===== config.mk =====
export PLATFORM = sky130hd
export DESIGN_NAME = uart_rx_fifo
export DESIGN_NICKNAME = d
export VERILOG_FILES = /design/src/rtl/uart_rx_pkg.sv /design/src/rtl/uart_rx_fifo_byte_fifo.sv /design/src/rtl/uart_rx_fifo.sv
export SDC_FILE = /design/constraint.sdc
export NUM_CORES = 1
export LEC_CHECK = 0
export CORE_UTILIZATION = 41
export CTS_CLUSTER_SIZE = 8
export DETAILED_ROUTE_END_ITERATION = 8
export HOLD_SLACK_MARGIN = 0.1
export SETUP_SLACK_MARGIN = 0.4
export SLEW_MARGIN = 10
export SYNTH_ARGS = -nofsm -noshare
export SYNTH_HDL_FRONTEND = slang
export SYNTH_HIERARCHICAL = 1
export SYNTH_SLANG_ARGS = --single-unit

===== constraint.sdc =====
create_clock -name clk50 -period 14.2 [get_ports clk50]
set_input_delay 2.84 -clock clk50 [delete_from_list [all_inputs] [get_ports clk50]]
set_output_delay 2.84 -clock clk50 [all_outputs]
set_load 0.005 [all_outputs]

===== src/rtl/uart_rx_pkg.sv =====
// Shared types and helpers for the UART receive path.
package uart_rx_pkg;

  localparam int DATA_BITS = 8;

  typedef enum logic [2:0] {
    IDLE,
    START,
    DATA,
    PARITY,
    STOP,
    BREAK
  } rx_state_t;

  function automatic logic even_parity(input logic [DATA_BITS-1:0] b);
    return ^b;
  endfunction

endpackage


===== src/rtl/uart_rx_fifo_byte_fifo.sv =====
// Power-of-two byte FIFO with registered pointers and occupancy count.
module byte_fifo #(
  parameter int WIDTH = 8,
  parameter int DEPTH = 16
) (
  input  logic                     clk,
  input  logic                     rst,
  input  logic                     push,
  input  logic                     pop,
  input  logic [WIDTH-1:0]         wdata,
  output logic [WIDTH-1:0]         rdata,
  output logic                     full,
  output logic                     empty,
  output logic [$clog2(DEPTH):0]   count
);

  localparam int AW = $clog2(DEPTH);
  localparam int CW = AW + 1;

  logic [WIDTH-1:0] mem [DEPTH];
  logic [AW-1:0]    wr_ptr;
  logic [AW-1:0]    rd_ptr;
  logic             do_push;
  logic             do_pop;

  assign empty = (count == '0);
  assign full  = (count == CW'(DEPTH));
  assign rdata = mem[rd_ptr];

  // A full FIFO still accepts when the head leaves in the same cycle.
  assign do_pop  = pop & ~empty;
  assign do_push = push & (~full | do_pop);

  always_ff @(posedge clk or posedge rst) begin
    if (rst) begin
      wr_ptr <= '0;
      rd_ptr <= '0;
      count  <= '0;
      for (int i = 0; i < DEPTH; i++) mem[i] <= '0;
    end else begin
      if (do_push) begin
        mem[wr_ptr] <= wdata;
        wr_ptr      <= wr_ptr + 1'b1;
      end
      if (do_pop) rd_ptr <= rd_ptr + 1'b1;
      unique case ({do_push, do_pop})
        2'b10:   count <= count + 1'b1;
        2'b01:   count <= count - 1'b1;
        default: count <= count;
      endcase
    end
  end

endmodule


===== src/rtl/uart_rx_fifo.sv =====
// 8N1 UART deframer feeding a byte FIFO on a valid/ready stream.
// Define UART_RX_PARITY_EN for 8E1 framing with a parity_err pulse.
module uart_rx_fifo
  import uart_rx_pkg::*;
#(
  parameter int BAUD_DIV   = 434,
  parameter int FIFO_DEPTH = 16
) (
  input  logic                          clk50,
  input  logic                          reset,
  input  logic                          rx,
  output logic [7:0]                    m_data,
  output logic                          m_valid,
  input  logic                          m_ready,
  output logic                          frame_err,
  output logic                          overflow,
`ifdef UART_RX_PARITY_EN
  output logic                          parity_err,
`endif
  output logic [$clog2(FIFO_DEPTH):0]   fifo_count
);

  localparam logic [15:0] HALF = 16'(BAUD_DIV / 2 - 1);
  localparam logic [15:0] FULL = 16'(BAUD_DIV - 1);

  logic      rx_meta;
  logic      rx_s;

  rx_state_t state;
  rx_state_t state_n;
  logic [15:0] bcnt;
  logic [15:0] bcnt_n;
  logic [2:0]  idx;
  logic [2:0]  idx_n;
  logic [DATA_BITS-1:0] shreg;
  logic [DATA_BITS-1:0] shreg_n;

  logic tick;
  logic push;
  logic ferr;
  logic par_ok;
  logic full;
  logic empty;
  logic pop;
  logic ovf;

`ifdef UART_RX_PARITY_EN
  logic par_bit;
  logic par_n;
  logic perr;
`endif

  always_ff @(posedge clk50 or posedge reset) begin
    if (reset) begin
      rx_meta <= 1'b1;
      rx_s    <= 1'b1;
    end else begin
      rx_meta <= rx;
      rx_s    <= rx_meta;
    end
  end

  always_ff @(posedge clk50 or posedge reset) begin
    if (reset) begin
      state     <= IDLE;
      bcnt      <= '0;
      idx       <= '0;
      shreg     <= '0;
      frame_err <= 1'b0;
      overflow  <= 1'b0;
`ifdef UART_RX_PARITY_EN
      par_bit    <= 1'b0;
      parity_err <= 1'b0;
`endif
    end else begin
      state     <= state_n;
      bcnt      <= bcnt_n;
      idx       <= idx_n;
      shreg     <= shreg_n;
      frame_err <= ferr;
      overflow  <= ovf;
`ifdef UART_RX_PARITY_EN
      par_bit    <= par_n;
      parity_err <= perr;
`endif
    end
  end

  assign tick = (bcnt == '0);

  always_comb begin
    state_n = state;
    bcnt_n  = bcnt;
    idx_n   = idx;
    shreg_n = shreg;
    push    = 1'b0;
    ferr    = 1'b0;
    par_ok  = 1'b1;
`ifdef UART_RX_PARITY_EN
    par_n   = par_bit;
    perr    = 1'b0;
`endif
    // bcnt idles at zero, so a blanket decrement is safe in every state.
    if (!tick) bcnt_n = bcnt - 16'd1;
    unique case (state)
      IDLE: begin
        if (!rx_s) begin
          bcnt_n  = HALF;
          state_n = START;
        end
      end
      START: begin
        if (tick) begin
          if (rx_s) begin
            state_n = IDLE;
          end else begin
            bcnt_n  = FULL;
            idx_n   = '0;
            state_n = DATA;
          end
        end
      end
      DATA: begin
        if (tick) begin
          shreg_n = {rx_s, shreg[DATA_BITS-1:1]};
          bcnt_n  = FULL;
          if (idx == 3'(DATA_BITS - 1)) begin
`ifdef UART_RX_PARITY_EN
            state_n = PARITY;
`else
            state_n = STOP;
`endif
          end else begin
            idx_n = idx + 3'd1;
          end
        end
      end
      PARITY: begin
        if (tick) begin
`ifdef UART_RX_PARITY_EN
          par_n = rx_s;
`endif
          bcnt_n  = FULL;
          state_n = STOP;
        end
      end
      STOP: begin
        if (tick) begin
`ifdef UART_RX_PARITY_EN
          par_ok = (even_parity(shreg) == par_bit);
          perr   = ~par_ok;
`endif
          push    = rx_s & par_ok;
          ferr    = ~rx_s;
          state_n = rx_s ? IDLE : BREAK;
        end
      end
      BREAK: begin
        if (rx_s) state_n = IDLE;
      end
      default: state_n = IDLE;
    endcase
  end

  assign pop     = m_valid & m_ready;
  assign ovf     = push & full & ~pop;
  assign m_valid = ~empty;

  byte_fifo #(
    .WIDTH (DATA_BITS),
    .DEPTH (FIFO_DEPTH)
  ) u_fifo (
    .clk   (clk50),
    .rst   (reset),
    .push  (push),
    .pop   (m_ready),
    .wdata (shreg),
    .rdata (m_data),
    .full  (full),
    .empty (empty),
    .count (fifo_count)
  );

endmodule


; ---- After elaboration in Yosys (flattened, before gate mapping)
; Cells that the tools add are included.
[totals]
latch_bits = 0
ram_bits = 0
inputBits = 4
output_inout_bits = 16
word_cells = 107
romBits = 0
n_memories = 0
regBits = 175
[op_classes]
eq_ne = 18
addsub = 6
multipliers = 0
div_mod_pow = 0
bitwise = 11
shifts = 0
n_lt_le_gt_ge = 3
n_reduce_logical = 10
mux = 32
[op_table]
columns = cell, count
row1 = $bwmux W128, 1
row2 = $mux W16, 5
row3 = $pmux W16 S3, 1
row4 = $mux W3, 12
row5 = $bmux W8 S4, 1
row6 = $demux W8 S4, 1
row7 = $mux W8, 3
row8 = $ne A2 B2 Y1 const B, 9
row9 = $pmux W3 S6, 1
row10 = $logic_not A16 Y1, 1
row11 = $sub A16 B1 Y16 const B, 1
row12 = $ge A5 B5 Y1 const B, 2
row13 = $not A4 Y5, 2
row14 = $pmux W5 S2, 1
row15 = $eq A3 B3 Y1 const B, 3
row16 = $add A4 B1 Y4 const B, 2
row17 = $reduce_and A7 Y1, 1
row18 = $eq A3 B2 Y1 const B, 2
row19 = $pmux W3 S2, 1
row20 = $add A5 B1 Y5 const B, 1
row21 = $eq A5 B5 Y1 const B, 1
row22 = $logic_not A5 Y1, 1
row23 = $lt A5 B1 Y1 const B, 1
row24 = $reduce_and A5 Y1, 1
row25 = other kinds (15), 25

; ---- Depth between registers and ports, before layout
; Gate-level depths: netlist (run 1).
[depth]
ltp_word = 7
ltp_mapped = 16
mapped_depth_nobuf = 14

; ---- Cells and area by module
; The synthesis (run 1) kept the hierarchy.
[modules_own_cells]
columns = module, instances, seq_area_each_um2, area_each_um2, cells_per_inst
row1 = byte_fifo, 1, 3528.4, 6935.4, 435
row2 = uart_rx_fifo, 1, 853.3, 1761.7, 169

; ---- Worst setup path after synthesis (run 1)
; OpenSTA, ideal clock, no wires.
[synth_timing]
path_type = input to register
startpoint = in m_ready
endpoint = reg u_fifo.count[4]
setup_time_ns = 0.116
slack_ns = 8.987
path_buffers = 1
t_arrival_ns = 5.098
stages = 10
path_cell_list = nor3_4 -> buf_12 -> or2b_2 -> ha_1 -> inv_1 -> fa_1 -> nor2b_1 -> o21a_1 -> mux2_2 -> o311ai_0
[synth_via]
elab_chain_len = 5
elab_cells_between_ends = 7
[synth_rtl]
columns = item, line
row1 = "start, declared", uart_rx_fifo.sv:14  ; input logic m_ready,
row2 = $and A1 B1 Y1 *, uart_rx_fifo_byte_fifo.sv:31  ; assign do_pop = pop & ~empty;
row3 = $or A1 B1 Y1, uart_rx_fifo_byte_fifo.sv:32  ; assign do_push = push & (~full | do_pop);
row4 = $and A1 B1 Y1, uart_rx_fifo_byte_fifo.sv:32
row5 = $eq A2 B1 Y1 or $eq A2 B2 Y1 (tied branches), uart_rx_fifo_byte_fifo.sv:46  ; unique case ({do_push, do_pop})
row6 = $pmux W5 S2 or $reduce_bool A2 Y1 (tied branches), n/a
row7 = "end signal, assigned", uart_rx_fifo_byte_fifo.sv:47  ; 2'b10: count <= count + 1'b1;
row8 = "end signal, assigned", uart_rx_fifo_byte_fifo.sv:48  ; 2'b01: count <= count - 1'b1;
row9 = "end signal, assigned", uart_rx_fifo_byte_fifo.sv:49  ; default: count <= count;
row10 = "end, declared", uart_rx_fifo_byte_fifo.sv:14  ; output logic [$clog2(DEPTH):0] count
; Mark *: on every way between the ends. The rest lies on a longest branch, timed or not.
; A chain may end at the register's enable or synchronous reset.

; ---- Final worst setup path (run 1)
; Ends and elaborated chain as after synthesis.

==> reports/results.txt, run 1 <==
Cell row count: 52
Mux cell area share after synthesis: 29.4%
Pins Over Slew Limit: 0
CP Launch Type: input pin
Pre-Repair DR Iteration Count: 4
Slew Limit Headroom: 29.7%
Final Critical Period: 6.04 ns
Post-synthesis register bit count: 175
Synth top area share: 49.8%
Routed length per instance: 20.9 µm
Final GP Congestion: 0.777
H-tree Lvls: 4
Ant. Diodes: 0
Synth unique cells: 62
# IOs: 20
CTS buffer count: 17
Global Route met3 Usage: 4.23%
PwrDens: 122 nW/µm²
Vias in the first global route: 5,262
Worst path arrival time: 6.35 ns
Synth async-reset ratio: 100%
Grt met1 use: 26.0%
Grt met2 use: 29.3%
EDFF count, synth: 0
Simple-gate share of the synthesized area: 9.50%
Fin util: 47.2%
Largest net degree at the start of global routing: 78
Post-DP HPWL: 11,900 µm
Clk buf depth: 2
Mapped Nets: 622
Clk slew on worst S/H paths: 0.07 ns
Hold crit path type: reg -> reg
CP max FO: 14
Initial antenna violation count: 0
Insertion delay to the later sink of the worst-skew pair: 0.43 ns
Final Hold Fails: 0
1st-iter DRT viols: 293
Req. time, crit path: 14.51 ns
Height of the die: 148 µm
Filler instances: 1,773
First-pass GRT wire length: 30,400 µm
GRT overflow: 0
Via Count: 4,987
Total track usage: 18.5%
VDD IR max: 0.0880 mV
Period utilisation layout: 42.5%
Total wire length: 18,800 µm
Dpl cell area: 9130 µm²
Final ANT Viol Nets: 0
Post-Synth XOR/XNOR Area: 1.51%
Tightest Pin Transition: 1.05 ns
Ys flop type: dfrtp_1
Yosys warning count: 6
Top-count cell post-synth: dfrtp_1
Fin Setup TNS: 0 ns
Status: completed
Clock sinks: 175
Final worst setup slack: 8.16 ns
Die area: 21,800 µm²
Post-route cell area: 9680 µm²
Initial Util: 42.4%
I/O Buffers: 19
Post_cts resized: 0
RSZ-0062 raised after global routing: no
Root Driver: clkbuf_16
Final setup vio count: 0
Hold-fix buffers at CTS: 0
Post-route DRC: 0
Largest family of logic cells by synthesized area: multiplexers
Adder-cell share of the synthesized area: 2.10%
Cells after Synth: 604
Busiest grt layer: met2
Largest cells by area after synthesis: dfrtp_1 (50%), mux2_4 (11%), mux2_2 (9.7%), mux4_2 (8.3%), ha_1 (1.9%)
Fmax: 166 MHz
Tot Pwr: 0.00118 W
Leakage Power: 4.36 nW
Post-Syn Area: 8700 µm²
Post-Place Worst Slack: 7.72 ns
Syn avg cell area: 14.4 µm²
Top cells by count, synth: dfrtp_1 (173), mux2_2 (75), mux2_4 (65)
Die Wd: 148 µm
DR vias/cell: 5.54
Max_cap viols: 0
Core ar.: 20,500 µm²
CTS tree: built
Area leader, netlist: dfrtp_1
Nets: 635
CP Capture Type: register
Layout cells sized above 1: 39.8%
Setup bufs post-CTS: 0
Skew final: 0.0125 ns
Area Growth Syn to Fin: 11.3%
Crit path kind: in -> reg
Post-synthesis compound-gate area fraction: 4.56%
Sequential share of the synthesized area: 50.4%
-- critical path, cell delays in order --
cell	delay (ns)
clkdlybuf4s50_1	0.53
nor3_4	0.89
or2b_2	0.28
ha_1	0.31
inv_1	0.13
fa_1	0.43
nor2b_1	0.13
o21a_1	0.16
mux2_2	0.33
o311ai_0	0.31
-- cell families (layout without fill, tap and decap cells) --
logic type | Yosys count | in the layout
DFF | 175 | 175
muxes | 174 | 174
adders and majority gates | 14 | 14
and+or+nand+nor | 124 | 124
AOI/OAI and AO/OA | 53 | 53
buffers and inverters | 49 | 75
xor gates and xnor gates | 15 | 15
-- cell type report --
type                       count  area [µm²]  share of cell area (%)
sequential                   175        4380                    45.3
multi-input combinational    380        4100                    42.3
clock buffer                  21         470                    4.86
tap                          270         338                    3.49
timing repair buffer          26         243                    2.51
clock inverter                11        81.3                   0.840
inverter                      17        68.8                   0.711
-- per-stage QoR --
step / hold WS, ns / instances
floorplan: 0.345 / 604
global placement: 0.346 / 868
detailed placement: 0.352 / 868
CTS: 0.362 / 900
global route: 0.368 / 900
finish: 0.361 / 900
-- routing by layer --
| metal | routed length, µm | share of wire [%] |
|---|---|---|
| met1 | 9050 | 48 |
| met2 | 9030 | 48 |
| met3 | 563 | 3.0 |
| met5 | 0 | 0 |
| met4 | 149 | 0.79 |
-- state kept, by name, indices dropped and copies added (netlist names) --
signal and cells:
bcnt 16, frame_err 1, idx 3, overflow 1, rx_meta 1, rx_s 1
shreg 8, state 3, u_fifo/count 5, u_fifo/mem 128, u_fifo/rd_ptr 4, u_fifo/wr_ptr 4
-- layout by cell type, fill, tap and decap left out, types with 5 or more instances in the layout --
cell type and n:
dfrtp_1 172, mux2_2 75, mux2_4 65, mux4_2 32, nand2_1 28, nor2_1 25
clkdlybuf4s50_1 19, clkbuf_16 17, a22oi_1 16, inv_1 15, ha_1 13, nor3_1 12
o21ai_0 10, xnor2_1 9, nor3_4 9, buf_4 7, nand3_1 6, xor2_1 6
a21oi_1 6, nor4_2 5, nand2b_1 5
-- power breakdown --
part           switching, W  internal, W  leakage (nW)  total (W)
clock              0.000202     0.000239         0.266   0.000442
sequential        0.0000278     0.000513          2.40   0.000541
combinational      0.000114    0.0000841          1.70   0.000198
total              0.000344     0.000836          4.36    0.00118
-- worst paths after layout --
check,start,end,slack (ns),depth (start not counted)
max,m_ready,u_fifo/count[4],8.16,10
min,rx_meta,rx_s,0.36,0
max reg2reg,u_fifo/count[1],u_fifo/count[4],10.13,10
min reg2reg,rx_meta,rx_s,0.36,0
max in group asynchronous,reset,u_fifo/rd_ptr[0],9.80,3
min in group asynchronous,reset,u_fifo/mem[23],2.92,2
(Power assumes the default switching activity.)
==> run 2: changes to the inputs <==
==> constraint.sdc (replaced) <==
create_clock -name clk50 -period 4.9 [get_ports clk50]
set_input_delay 0.98 -clock clk50 [delete_from_list [all_inputs] [get_ports clk50]]
set_output_delay 0.98 -clock clk50 [all_outputs]
set_load 0.005 [all_outputs]
==> reports/results.txt, run 2 (synthesis gave the netlist of run 1 again) <==
Largest net degree at the start of global routing: 78 (unchanged)
Final Hold Fails: 0 (unchanged)
PwrDens: 362 nW/µm² (+200%)
Status: completed
Clk buf depth: 2 (unchanged)
Layout cells sized above 1: 40.3% (+0.44 points)
Via Count: 4,970 (-0.34%)
Period utilisation layout: 83.5%
Reg with most FFs: u_fifo/mem
1st-iter DRT viols: 342 (+17%)
Tot Pwr: 0.00353 W (+200%)
Pre-Repair DR Iteration Count: 4 (unchanged)
CTS tree: built
Biggest regs: u_fifo/mem: 128 flops, bcnt: 16 flops, shreg: 8 flops
Post-route DRC: 0 (unchanged)
Filler instances: 1,781 (+0.45%)
Die Wd: 148 µm (unchanged)
R2R cell count: 13 (+3)
Worst r2r dst: u_fifo/count[4]
Vias in the first global route: 5,396 (+2.5%)
Core ar.: 20,500 µm² (unchanged)
Tightest Pin Transition: 0.869 ns (-0.182 ns)
Final setup vio count: 0 (unchanged)
Post_cts resized: 0 (unchanged)
Fin Setup TNS: 0 ns (unchanged)
Hold-fix buffers at CTS: 0 (unchanged)
Most frequent cells in the layout: dfrtp_1 (172), mux2_2 (75), mux2_4 (65)
CP max FO: 15 (+1)
Crit path kind: reg -> reg
CTS buffer count: 17 (unchanged)
RSZ-0062 raised after global routing: no
Routed length per instance: 20.7 µm (-0.92%)
CP Launch Point: bcnt[0]
Pins Over Slew Limit: 0 (unchanged)
FF-to-FF setup slack: 0.81 ns (-9.32 ns)
Post-DP HPWL: 12,000 µm (+0.71%)
Clk slew on worst S/H paths: 0.06 ns (about the same)
Final Critical Period: 4.09 ns
Final ANT Viol Nets: 0 (unchanged)
Final GP Congestion: 0.808 (+4.1%)
GRT overflow: 0 (unchanged)
Worst r2r src: bcnt[0]
Die area: 21,800 µm² (unchanged)
Nets: 638 (+0.47%)
Area Growth Syn to Fin: 12.2%
Cell row count: 52 (unchanged)
Slew Limit Headroom: 41.7% (+12 points)
Worst path arrival time: 4.39 ns (-1.96 ns)
CP Launch Type: register
Height of the die: 148 µm (unchanged)
Leakage Power: 4.40 nW (+0.97%)
# IOs: 20 (unchanged)
Setup bufs post-CTS: 0 (unchanged)
Req. time, crit path: 5.20 ns (-9.31 ns)
DR vias/cell: 5.50 (-0.67%)
Skew final: 0.0138 ns (+0.00127 ns)
First-pass GRT wire length: 30,800 µm (+1.5%)
Clock sinks: 175 (unchanged)
Total track usage: 18.6% (+0.040 points)
Insertion delay to the later sink of the worst-skew pair: 0.43 ns (about the same)
VDD IR max: 0.270 mV (+210%)
I/O Buffers: 19 (unchanged)
CP Capture Type: register
Commonest non-fill, non-tap cell in the layout: dfrtp_1
Max reg flops: 128 (unchanged)
Max_cap viols: 0 (unchanged)
H-tree Lvls: 4 (unchanged)
Fmax: 245 MHz
Root Driver: clkbuf_16
Hold crit path type: reg -> reg
Initial antenna violation count: 1 (+1)
Initial Util: 42.4% (unchanged)
Crit path to: u_fifo/count[4]
Post-route cell area: 9760 µm² (+0.79%)
Ant. Diodes: 0 (unchanged)
Dpl cell area: 9160 µm² (+0.37%)
Total wire length: 18,700 µm (-0.59%)
[run 2: cell count changes in the layout (fill, tap and decap cells not counted)]
| cell | before | now |
|---|---|---|
| buf_4 | 7 | 9 |
| bufinv_16 | 0 | 2 |
| clkbuf_8 | 3 | 1 |
| buf_12 | 0 | 1 |
| clkbuf_1 | 1 | 0 |
| clkinv_4 | 2 | 3 |
| clkinvlp_4 | 3 | 2 |
| inv_8 | 0 | 1 |
[run 2: cell type report]
| cell class | instances | area (µm²) | share of cell area [%] |
|---|---|---|---|
| clock inverter | 14 | 155 | 1.59 |
| inverter | 17 | 67.6 | 0.692 |
| multi-input combinational | 380 | 4100 | 42.0 |
| tap | 270 | 338 | 3.46 |
| timing repair buffer | 29 | 278 | 2.85 |
| sequential | 175 | 4380 | 44.9 |
| clock buffer | 18 | 439 | 4.50 |
[run 2: worst min-delay path by stage]
stage | start | end | slack [ns] | depth (start not counted)
floorplan | rx_meta | rx_s | 0.35 | 0
global placement | rx_meta | rx_s | 0.35 | 0
detailed placement | rx_meta | rx_s | 0.36 | 0
CTS | rx_meta | rx_s | 0.37 | 0
global route | rx_meta | rx_s | 0.37 | 0
finish | rx_meta | rx_s | 0.36 | 0
[run 2: stage by stage]
stage | hold WS, ns | cells | utilization [%] | setup slack [ns]
finish | 0.364 | 903 | 47.6 | 0.810
global route | 0.370 | 903 | 47.6 | 0.570
CTS | 0.367 | 903 | 47.6 | 0.833
detailed placement | 0.357 | 871 | 44.7 | 0.881
global placement | 0.346 | 871 | 44.7 | 1.09
floorplan | 0.345 | 604 | - | 1.14
[run 2: report_power, final]
part           switching (W)  total, W  internal, W  leakage [nW]
registers           0.000120   0.00160      0.00149          2.40
clock network       0.000600   0.00138     0.000775         0.293
logic               0.000297  0.000550     0.000252          1.71
total                0.00102   0.00353      0.00251          4.40
[run 2: routing by layer]
layer  global-route usage, %  share of wire (%)  wire length, µm  up-vias
met4                    5.26                1.5              276        2
met2                    30.5                 49             9160       69
met3                    3.95                3.1              585       18
li1                        -                  -                -     2253
met5                       0              0.064               12        -
met1                    24.9                 46             8650     2628
[run 2: critical path, cell delays in order, from the launching register on]
cell and delay, ns:
dfrtp_1 0.42, inv_1 0.08, ha_1 0.19, nor3b_1 0.32, and4_2 0.38, inv_2 0.14, nor2_1 0.39, or2b_2 0.38
ha_1 0.32, ha_1 0.37, nor2b_1 0.14, o21a_1 0.15, mux2_2 0.34, o311ai_0 0.33
==> variant 1, RTL diff (settings of run 2) <==
The 6 states of `rx_state_t` get a one-hot encoding in 6 bits.
--- a/src/rtl/uart_rx_pkg.sv
+++ b/src/rtl/uart_rx_pkg.sv
@@ -3,13 +3,13 @@
 
   localparam int DATA_BITS = 8;
 
-  typedef enum logic [2:0] {
-    IDLE,
-    START,
-    DATA,
-    PARITY,
-    STOP,
-    BREAK
+  typedef enum logic [5:0] {
+    IDLE   = 6'b000001,
+    START  = 6'b000010,
+    DATA   = 6'b000100,
+    PARITY = 6'b001000,
+    STOP   = 6'b010000,
+    BREAK  = 6'b100000
   } rx_state_t;
 
   function automatic logic even_parity(input logic [DATA_BITS-1:0] b);
Formal check against the unedited RTL: no difference found for any inputs over 10 cycles, from zero or initial values and one cycle with reset high; not proved beyond that.
==> variant 1 against run 2 <==
Sequential cell count increased by 2; power increased by 9.8%; combinational power increased by 43%; hold slack got worse by 6.8 ps; largest power group unchanged; sequential share of layout area decreased by 0.47 points; design area increased by 2.2%; clock skew decreased by 1.7 ps; die area increased by 2.3%; setup slack improved by 290 ps; routed wire length decreased by 1.7%; synthesized cell count increased by 3.1%; highest routed layer is now met4; sequential power increased by 6%; critical path type unchanged; synthesized area increased by 2.3%.
==> variant 1: results <==
global_routing:
  grt_util_met3: 0.0361
  use_met2: 0.287
  grt_pass1_vias: 5439
  grt_pass1_wl_microns: 30600
  antenna_found_initial: 0
drt:
  routed_wl_microns: 18400
  vias_per_cell: 5.59
  route.met3.wl_microns: 735
  maxUsedRoutingLayer: "met4"
place:
  dpl.hpwl_microns: 12000
  gp_congestion: 0.807
finish:
  drive_above_1_share: 0.375
  fill_cells: 1795
power:
  peakVddDrop_v: 0.000360
  power.share.clock: 0.358
  seqPwrFrac: 0.439
  leakage_nw: 4.48
sta:
  fin_skew_ps: 12.0
  tightest_slew_ps: 946
  finalWorstSetupSlack_ps: 1100
logic_synthesis:
  synth_common_cells: "dfrtp_1, mux2_2, mux2_4"
  yosysUniqueCellTypes: 69
  synth_fa_ha_area_frac: 0.0205
  synthTopCellsByArea: "dfrtp_1, mux2_4, mux2_2, mux4_2, ha_1"
  synthXorXnorAreaFrac: 0.0138
  synth_compound_area_frac: 0.0551
critical_path:
  cp.arrival_ps: 4110
  r2r.worst_path.cells: 12
status:
  outcome: "finished, final reports clean"
## variant 1: cell count changes in the layout (fill, tap and decap cells not counted), moves of 6 or more
cell / change
nor2_1: -10
mux2_1: +8
or4_1: +8
mux2_2: -7
nand2_1: -6
or3_1: +6
## variant 1: stage by stage
step | cells | power (mW) | cell area (sq um) | hold slack [ps]
after global placement | 893 | 2.51 | 9360 | 350
after floorplan | 623 | 2.29 | 8900 | 345
after global routing | 925 | 4.07 | 9980 | 365
after CTS | 924 | 3.92 | 9960 | 360
after detailed placement | 893 | 2.52 | 9360 | 350
final | 925 | 3.88 | 9980 | 357
## variant 1: final cells by class
| class | count | area (sq um) | area share |
|---|---|---|---|
| well taps | 275 | 344 | 0.0345 |
| repair buffers | 32 | 313 | 0.0314 |
| flip-flops and latches | 177 | 4430 | 0.444 |
| clock buffers | 19 | 443 | 0.0444 |
| inverters | 13 | 52.6 | 0.00527 |
| multi-input cells | 397 | 4230 | 0.424 |
| clock inverters | 12 | 156 | 0.0157 |
==> variant 2, RTL diff (flow settings as in run 2) <==
Made on the original files. Add a define of `UART_RX_PARITY_EN`.
--- a/src/rtl/uart_rx_fifo.sv
+++ b/src/rtl/uart_rx_fifo.sv
@@ -1,5 +1,7 @@
 // 8N1 UART deframer feeding a byte FIFO on a valid/ready stream.
 // Define UART_RX_PARITY_EN for 8E1 framing with a parity_err pulse.
+`define UART_RX_PARITY_EN
+
 module uart_rx_fifo
   import uart_rx_pkg::*;
 #(
Function (old outputs only; new: parity_err): no difference found for any inputs over 10 cycles, from zero or initial values and one cycle with reset high; that may be too few to reach the edited logic, so the function may still have changed.
==> variant 2 against run 2 <==
Power up 1.3%; setup slack worse by 82 ps; global-route usage up 0.097 points; design area up 2.3%; cell count up 2.2%; clock skew shrank 4.1 ps; largest power group unchanged; critical path depth decreased by 2; non-clock buffer count grew 1; core utilization fell by 0.41 points; routed wire length is 2.3% higher; synthesized area increased by 2.4%; sequential cell count increased by 2.
==> variant 2: results <==
logic_synthesis:
  async_reset_ff_frac: 1.00
  yosysUniqueCellTypes: 61
  syn-num-nets: 639
  synth.yosys.seq_area_share: 0.498
  yosysWarnings: 6
  syn-mean-instance-area_sq_um: 14.4
  synth_common_cells: "dfrtp_1, mux2_4, mux2_2"
  synthTopCellsByArea: "dfrtp_1, mux2_4, mux2_2, mux4_2, ha_1"
  synth_edf_count: 0
clock_network:
  cts_buffers: 17
  cts_htree_levels: 4
  root_buffer: "clkbuf_16"
  clk_path_buf_depth: 2
  post_cts_buffers: 0
  clock_latency_ps: 420
  clkTransAtPathRegs_ps: 70
power:
  peakVddDrop_v: 0.000245
  sw_frac_of_total: 0.288
  leakage_nw: 4.53
sta:
  fin_skew_ps: 9.73
  max-slew-margin-rel: 0.326
  hold_viol_final: 0
place:
  dp_slack_ps: 666
  gp_congestion: 0.751
  dpl.hpwl_microns: 12100
  postPlaceCellArea_sq_um: 9370
  dp_cells: 891
  io_buffers: 20
critical_path:
  path_max_fanout: 19
  cp_slowest_cell: "dfrtp_1"
  cp.arrival_ps: 4480
  critical_path.max_stage_delay_ps: 710
  path_delay_family: "XOR/XNOR gates"
finish:
  reg_top3: "u_fifo/mem x128, bcnt x16, shreg x8"
  diodes: 0
  fin_nets: 654
  drive_above_1_share: 0.387
global_routing:
  grt_max_degree: 142
  track_usage: 0.187
  grt_pass1_vias: 5546
  antenna_found_initial: 0
  grt_pass1_wl_microns: 31000
drt:
  drt_iter0_drc: 276
  drt_first_pass_iters: 4
  wl_per_cell_microns: 20.7
  via_count: 5083
  routed_wl_microns: 19100
status:
  outcome: "finished, final reports clean"
worst_hold_path:
  hold_path.class: "register to register"
==> variant 2: changes by cell type in the layout (fill, tap and decap cells not counted), sizes merged, moves of 4 or more <==
cell | before | now
xnor2 | 9 | 16
inv | 21 | 17
nor3 | 24 | 19
a21oi | 6 | 10
nor3b | 2 | 6
or3 | 0 | 4
==> variant 2: worst paths after layout <==
check | slack (ps) | startpoint | endpoint | cells past startpoint
max in group asynchronous | 3160 | reset | u_fifo/rd_ptr[0] | 3
max | 730 | shreg[5] | u_fifo/count[4] | 11
min | 360 | rx_meta | rx_s | 0
min reg2reg | 360 | rx_meta | rx_s | 0
min in group asynchronous | 1080 | reset | idx[1] | 3
max reg2reg | 730 | shreg[5] | u_fifo/count[4] | 11
==> variant 2: repair_timing <==
action,CTS,global route
hold buffers,0,0
setup endpoints to repair,0,1
gates resized for setup,0,2
==> variant 2: cell families (layout without fill, tap and decap cells) <==
kind of cell,after synthesis,count (layout),share of synthesized area
flip-flops,177,177,0.498
XOR/XNOR,23,23,0.0242
multiplexers,172,172,0.288
AO/OA/AOI/OAI,53,53,0.0420
AND/OR/NAND/NOR,134,134,0.102
adder cells (fa/ha/maj),15,15,0.0219
buffers and inverters,46,74,0.0239
==> variant 2: cell type report <==
class	count	area, sq um
fillers	1798	11200
flip-flops and latches	177	4430
multi-input cells	397	4270
clock buffers	20	457
well taps	275	344
repair buffers	30	288
clock inverters	12	145
inverters	12	48.8
==> variant 2: per-stage QoR <==
step | hold WS [ps] | total power, mW
2_1_floorplan | 345 | 2.02
3_3_place_gp | 347 | 2.20
3_5_place_dp | 347 | 2.22
4_1_cts | 356 | 3.61
5_1_grt | 360 | 3.73
6_report | 356 | 3.58
==> variant 2: power by group through the flow <==
stage	clock, mW	combinational (mW)	sequential (mW)
floorplan	0	0.455	1.57
global placement	0	0.592	1.61
detailed placement	0	0.601	1.61
CTS	1.42	0.606	1.59
global route	1.48	0.652	1.60
finish	1.39	0.600	1.59
==> variant 2: metal layers <==
metal	global-route usage	vias up	wire length (microns)
li1	-	2290	-
met1	0.258	2688	8880
met2	0.295	78	9290
met3	0.0327	27	524
met4	0.0653	0	436
met5	0	-	0
